===== src/rtl/bit_serializer.sv =====
// rtl/bit_serializer.sv - parallel-to-serial stage with one-word holding buffer
// Feeds the sequence detector one bit per clk; back-to-back words stream without gaps.
module bit_serializer #(
  parameter int   WIDTH     = 8,
  parameter int   MSB_FIRST = 1,
  parameter logic IDLE_BIT  = 1'b0
) (
  input  logic             clk,
  input  logic             rst,
  input  logic [WIDTH-1:0] in_data,
  input  logic             in_valid,
  output logic             in_ready,
  output logic             x,
  output logic             x_valid,
  output logic             word_done,
  output logic             busy
);
  localparam int CW = $clog2(WIDTH);
  localparam logic [CW-1:0] LAST = CW'(WIDTH - 1);

  typedef enum logic {IDLE, SHIFT} state_t;

  state_t           state, state_n;
  logic [WIDTH-1:0] shreg, shreg_n;
  logic [WIDTH-1:0] hold, hold_n;
  logic             buf_full, buf_full_n;
  logic [CW-1:0]    cnt, cnt_n;
  logic             accept;

  function automatic logic emit(input logic [WIDTH-1:0] s);
    return (MSB_FIRST != 0) ? s[WIDTH-1] : s[0];
  endfunction

  function automatic logic [WIDTH-1:0] advance(input logic [WIDTH-1:0] s);
    return (MSB_FIRST != 0) ? {s[WIDTH-2:0], 1'b0} : {1'b0, s[WIDTH-1:1]};
  endfunction

  assign in_ready = ~buf_full;
  assign busy     = (state == SHIFT) | buf_full;
  assign accept   = in_valid & ~buf_full;

  always_comb begin
    state_n    = state;
    shreg_n    = shreg;
    hold_n     = hold;
    buf_full_n = buf_full;
    cnt_n      = cnt;
    case (state)
      IDLE: begin
        if (accept) begin
          shreg_n = in_data;
          cnt_n   = '0;
          state_n = SHIFT;
        end
      end
      SHIFT: begin
        if (cnt == LAST) begin
          // Buffered word wins over the input port so ordering is preserved.
          cnt_n = '0;
          if (buf_full) begin
            shreg_n    = hold;
            buf_full_n = 1'b0;
          end else if (accept) begin
            shreg_n = in_data;
          end else begin
            state_n = IDLE;
          end
        end else begin
          shreg_n = advance(shreg);
          cnt_n   = cnt + 1'b1;
          if (accept) begin
            hold_n     = in_data;
            buf_full_n = 1'b1;
          end
        end
      end
      default: state_n = IDLE;
    endcase
  end

  always_ff @(posedge clk or posedge rst) begin
    if (rst) begin
      state     <= IDLE;
      shreg     <= '0;
      hold      <= '0;
      buf_full  <= 1'b0;
      cnt       <= '0;
      x         <= IDLE_BIT;
      x_valid   <= 1'b0;
      word_done <= 1'b0;
    end else begin
      state     <= state_n;
      shreg     <= shreg_n;
      hold      <= hold_n;
      buf_full  <= buf_full_n;
      cnt       <= cnt_n;
      // Outputs are registered from the next-state view so x lines up with shreg.
      x         <= (state_n == SHIFT) ? emit(shreg_n) : IDLE_BIT;
      x_valid   <= (state_n == SHIFT);
      word_done <= (state_n == SHIFT) && (cnt_n == LAST);
    end
  end
endmodule


===== config.mk =====
export PLATFORM = sky130hd
export DESIGN_NAME = bit_serializer
export DESIGN_NICKNAME = d
export VERILOG_FILES = /design/src/rtl/bit_serializer.sv
export SDC_FILE = /design/constraint.sdc
export NUM_CORES = 1
export LEC_CHECK = 0
export ABC_AREA = 0
export BUFFER_PORTS_ARGS = -buffer_cell sky130_fd_sc_hd__buf_2
export CORE_ASPECT_RATIO = 1.25
export CORE_MARGIN = 4
export CORE_UTILIZATION = 54
export CTS_CLUSTER_SIZE = 20
export DETAILED_ROUTE_END_ITERATION = 7
export HOLD_SLACK_MARGIN = 0.1
export PLACE_DENSITY = 0.76
export SLEW_MARGIN = 20
export SYNTH_ARGS = -nofsm -noshare
export SYNTH_HDL_FRONTEND = slang
export SYNTH_SLANG_ARGS = --single-unit

===== constraint.sdc =====
create_clock -name clk -period 2.2 [get_ports clk]
set_input_delay 0.44 -clock clk [delete_from_list [all_inputs] [get_ports clk]]
set_output_delay 0.44 -clock clk [all_outputs]
set_load 0.005 [all_outputs]

## After elaboration in Yosys (flattened, before gate mapping)

Index checks and enable logic that the tools add are counted.
W data, S select, Z words.

| word-level totals | value |
|---|---|
| bits in registers | 23 |
| output and inout bits | 5 |

| cells by class | value |
|---|---|
| $add $sub $neg | 1 |
| eq/ne operators | 2 |
| mux-type cells | 14 |
| bitwise logic cells | 5 |
| reductions and logical operators | 4 |

Operators with widths:

| cell | count |
|---|---|
| $mux W8 | 3 |
| $pmux W8 S2 | 1 |
| $eq A3 B3 Y1 const B | 2 |
| $mux W1 | 6 |
| $mux W3 | 2 |
| $pmux W3 S2 | 1 |
| $add A3 B1 Y3 const B | 1 |
| $not A1 Y1 | 3 |
| $reduce_and A3 Y1 | 1 |
| $pmux W1 S2 | 1 |
| $reduce_and A2 Y1 | 1 |
| $reduce_bool A2 Y1 | 1 |
| $and A1 B1 Y1 | 1 |
| $logic_and A1 B1 Y1 | 1 |
| $or A1 B1 Y1 | 1 |

## Longest topological paths before layout

| depth | value |
|---|---|
| word-level depth | 7 |
| mapped depth | 6 |

## Worst setup path after synthesis

OpenSTA, ideal clock, no wires.

| path | value |
|---|---|
| path kind | reg-to-reg |
| start point | register cnt[0] |
| end point | register hold[0] |
| library setup time | 0.125 ns |
| arrival | 1.504 ns |
| data required time | 2.075 ns |
| path slack | 0.571 ns |
| cell stages (with the launch flop) | 5 |
| path buffers | 0 |
| cell sequence | dfrtp_1 ha_1 ha_1 nor3_4 mux2_2 |

| between the ends | value |
|---|---|
| cells in the longest elaborated chain, start to end | 3 |

RTL lines:

| what | line | RTL |
|---|---|---|
| start: declaration | 27 | `logic [CW-1:0] cnt, cnt_n;` |
| start signal: assignment | 96 | `cnt <= cnt_n;` |
| $eq A3 B3 Y1 | 57 | `if (cnt == LAST) begin` |
| $not A1 Y1 (no source line) | n/a |  |
| $reduce_and A3 Y1 (no source line) | n/a |  |
| end signal: assignment | 94 | `hold <= hold_n;` |
| end: declaration | 25 | `logic [WIDTH-1:0] hold, hold_n;` |

Every way passes these cells.
A chain may end at the register's enable or synchronous reset.

## Final worst setup path

| path | value |
|---|---|
| start point | register cnt[0] |
| end point | register hold[6] |

Same word-level chain as after synthesis.

==> reports/qor.yml <==
synth:
  synthSimpleGateAreaFrac_pct: 8.93
  syn_inst: 96
  avgSynthCellArea_um2: 11.5
  synth_seq_cells: 22
  synth_xor_area_share_pct: 0
  synth_nets: 110
  synthMuxAreaShare_pct: 20.9
  synth.distinct_cells: 24
  synth_compound_area_share_pct: 12.8
  yosysSeqAreaShare_pct: 49.7
  synth_top_family_by_area: "multiplexers"
  netlist_area_um2: 1110
  synth_adder_area_share_pct: 3.39
  yosys_warnings: 0
drt:
  remaining_drc_errors: 0
  dr.pass1.iters: 4
  first_iter_violations: 16
  vias_per_cell: 5.98
  drtAntennaViolNets: 0
  wl_per_cell_um: 16.6
  drt-total-wl_um: 2140
  vias: 772
sta:
  finalSetupViolCount: 0
  rsz0062_at_grt: "no"
  timing.final.crit_share_pct: 82.6
  finalSetupTns_ns: 0
  worst_slew_margin_rel_pct: 46.1
  min_period_ns: 1.82
  worstMarginPinSlew_ns: 0.808
  max_freq_ghz: 0.551
  clock_skew_ns: 0.00202
  drv_slew: 0
  final-hold-violation-count: 0
  holdWs_ns: 0.270
die:
  die_w_um: 48.5
  ios: 16
  die_h_um: 58.6
  dieArea_um2: 2840
  coreArea_um2: 1960
  start_util_pct: 56.5
  rows: 18
hold_path:
  hp-class: "in2async"
setup_path:
  crit_start: "cnt[0]"
  critical_path_arrival_ns: 2.01
  worst_setup_path_start_kind: "flop"
  crit_chain: "ha_1, ha_1, nor3_4, mux2_2"
  crit_type: "reg2reg"
  path_common_cell: "ha_1"
  cpPeakStageDelay_ns: 0.43
  crit_required_ns: 2.40
  path_max_fanout: 8
  reg2reg_from: "cnt[0]"
  cpMaxStageDelayCell: "dfrtp_1"
  r2r_cells: 4
  endpoint_kind: "flop"
power:
  p_int_w: 0.00103
  fin_total_pwr_w: 0.00167
  p_clk_share_pct: 10.7
  ir_drop_mv: 0.779
  seqPwrFrac_pct: 45.7
  switching_share_pct: 38.5
  pwr-share-comb_pct: 43.6
  power.leakage_nw: 0.594
  power.density_nw_per_um2: 1390
  switchingPower_w: 0.000643
finish:
  syn_to_final_growth_pct: 8.47
  final_cell_count_no_fill: 129
  drive_gt1_share_pct: 27.5
  final_nets: 125
  fillerInstances: 158
  antenna_cells: 0
global_routing:
  grt_max_degree: 23
  overflow: 0
  grt.total_usage_pct: 16.3
  antenna_found_initial: 0
  grt_pass1_vias: 767
  grt_pass1_wl_um: 3640
clock_tree:
  ctsResizeCount: 0
  clockRootBuffer: "clkbuf_4"
  insertion_delay_ns: 0.30
  cts_buffer_depth: 2
  h-tree-depth: 1
  path_clk_slew_ns: 0.11
  clock-sinks: 22
  cts_tree: "built"
  cts_post_setup_buffers_inserted: 0
  cts_made_buffers: 3
  ctsHoldBuffers: 0
place:
  io_buffers: 15
  dp_cells: 126
  place_hpwl_um: 1490
  gp_congestion: 0.789
job:
  max_cap_viol_count: 0
run_status:
  run_status: "complete, no violations"
[metrics by stage]
step | instance area, µm² | worst slack [ns] | util (%)
floorplan | 1110 | 0.571 | -
global placement | 1180 | 0.466 | 60.2
detailed placement | 1180 | 0.405 | 60.2
CTS | 1200 | 0.379 | 61.3
global route | 1200 | 0.308 | 61.3
finish | 1200 | 0.384 | 61.3
[registers in the layout (all words and copies together) (netlist names)]
name	cells
hold	8
shreg	7
cnt	3
buf_full	1
state	1
word_done	1
x	1
[placed cells by master, fill, tap and decap left out]
cell type  count
dfrtp_1       22
buf_2         15
mux2i_1       13
mux2_2         9
nand2_1        8
o22ai_1        6
a221oi_1       6
o21ai_0        6
nor2_1         3
ha_1           3
clkbuf_4       3
nor2b_1        2
nand3_1        2
inv_1          2
inv_2          1
nand2b_1       1
nor3_4         1
or2b_1         1
a21oi_1        1
nor3_1         1
a21boi_0       1
a2bb2oi_1      1
buf_4          1
[cell families (layout without fill, tap and decap cells)]
| group | Yosys count | after routing |
|---|---|---|
| AO/OA/AOI/OAI | 21 | 21 |
| adder cells (fa/ha/maj) | 3 | 3 |
| buffers and inverters | 9 | 22 |
| flip-flops | 22 | 22 |
| multiplexers | 22 | 22 |
| AND/OR/NAND/NOR | 19 | 19 |
[worst max-delay path: cells and delay by family (launching register included)]
kind / cells / cell delay, ns
fa+ha+maj: 2 / 0.48
flops: 1 / 0.43
simple gates: 1 / 0.41
mux: 1 / 0.39
[final timing paths]
path	end	slack (ns)
worst min register to register	word_done	0.51
worst max register to register	hold[6]	0.38
min in group clk	hold[0]	0.39
worst max-delay path	hold[6]	0.38
max in group asynchronous	shreg[3]	1.43
worst min-delay path	cnt[2]	0.27
[cells in the mapped netlist]
cell type | count | area (µm²)
o22ai_1 | 6 | 37.5
a21oi_1 | 1 | 5.00
a21boi_0 | 1 | 7.51
nand2b_1 | 1 | 6.26
nand3_1 | 2 | 10.0
clkbuf_1 | 2 | 7.51
o21ai_0 | 6 | 30.0
nand2_1 | 8 | 30.0
ha_1 | 3 | 37.5
buf_2 | 2 | 10.0
mux2i_1 | 13 | 130
or2b_1 | 1 | 7.51
a221oi_1 | 6 | 52.6
nor3_1 | 1 | 5.00
dfrtp_1 | 22 | 551
buf_4 | 1 | 7.51
inv_1 | 2 | 7.51
nor2_1 | 3 | 11.3
inv_2 | 1 | 3.75
mux2_2 | 9 | 101
nor3_4 | 1 | 16.3
a2bb2oi_1 | 1 | 8.76
nor2b_1 | 2 | 12.5
buf_6 | 1 | 11.3
[area by class of cell]
class | instances | area, µm² | share of cell area, %
sequential | 22 | 551 | 45.8
tap | 20 | 25.0 | 2.08
inverter | 3 | 11.3 | 0.938
timing repair buffer | 16 | 82.6 | 6.88
multi-input combinational | 65 | 509 | 42.4
clock buffer | 3 | 22.5 | 1.88
[power groups by stage]
stage,sequential [W],clock (W),combinational (W)
after floorplan,0.000708,0,0.000634
after global placement,0.000764,0,0.000707
after detailed placement,0.000772,0,0.000730
after CTS,0.000764,0.000183,0.000732
after global routing,0.000796,0.000203,0.000798
final,0.000765,0.000179,0.000729
[layer usage]
| layer | global-route usage (%) | share of wire, % | up-vias |
|---|---|---|---|
| li1 | - | - | 377 |
| met1 | 20.8 | 45 | 377 |
| met2 | 28.4 | 50 | 14 |
| met3 | 2.28 | 3.4 | 4 |
| met4 | 5.77 | 1.1 | 0 |
| met5 | 0 | 0 | - |
(Power assumes the default switching activity.)
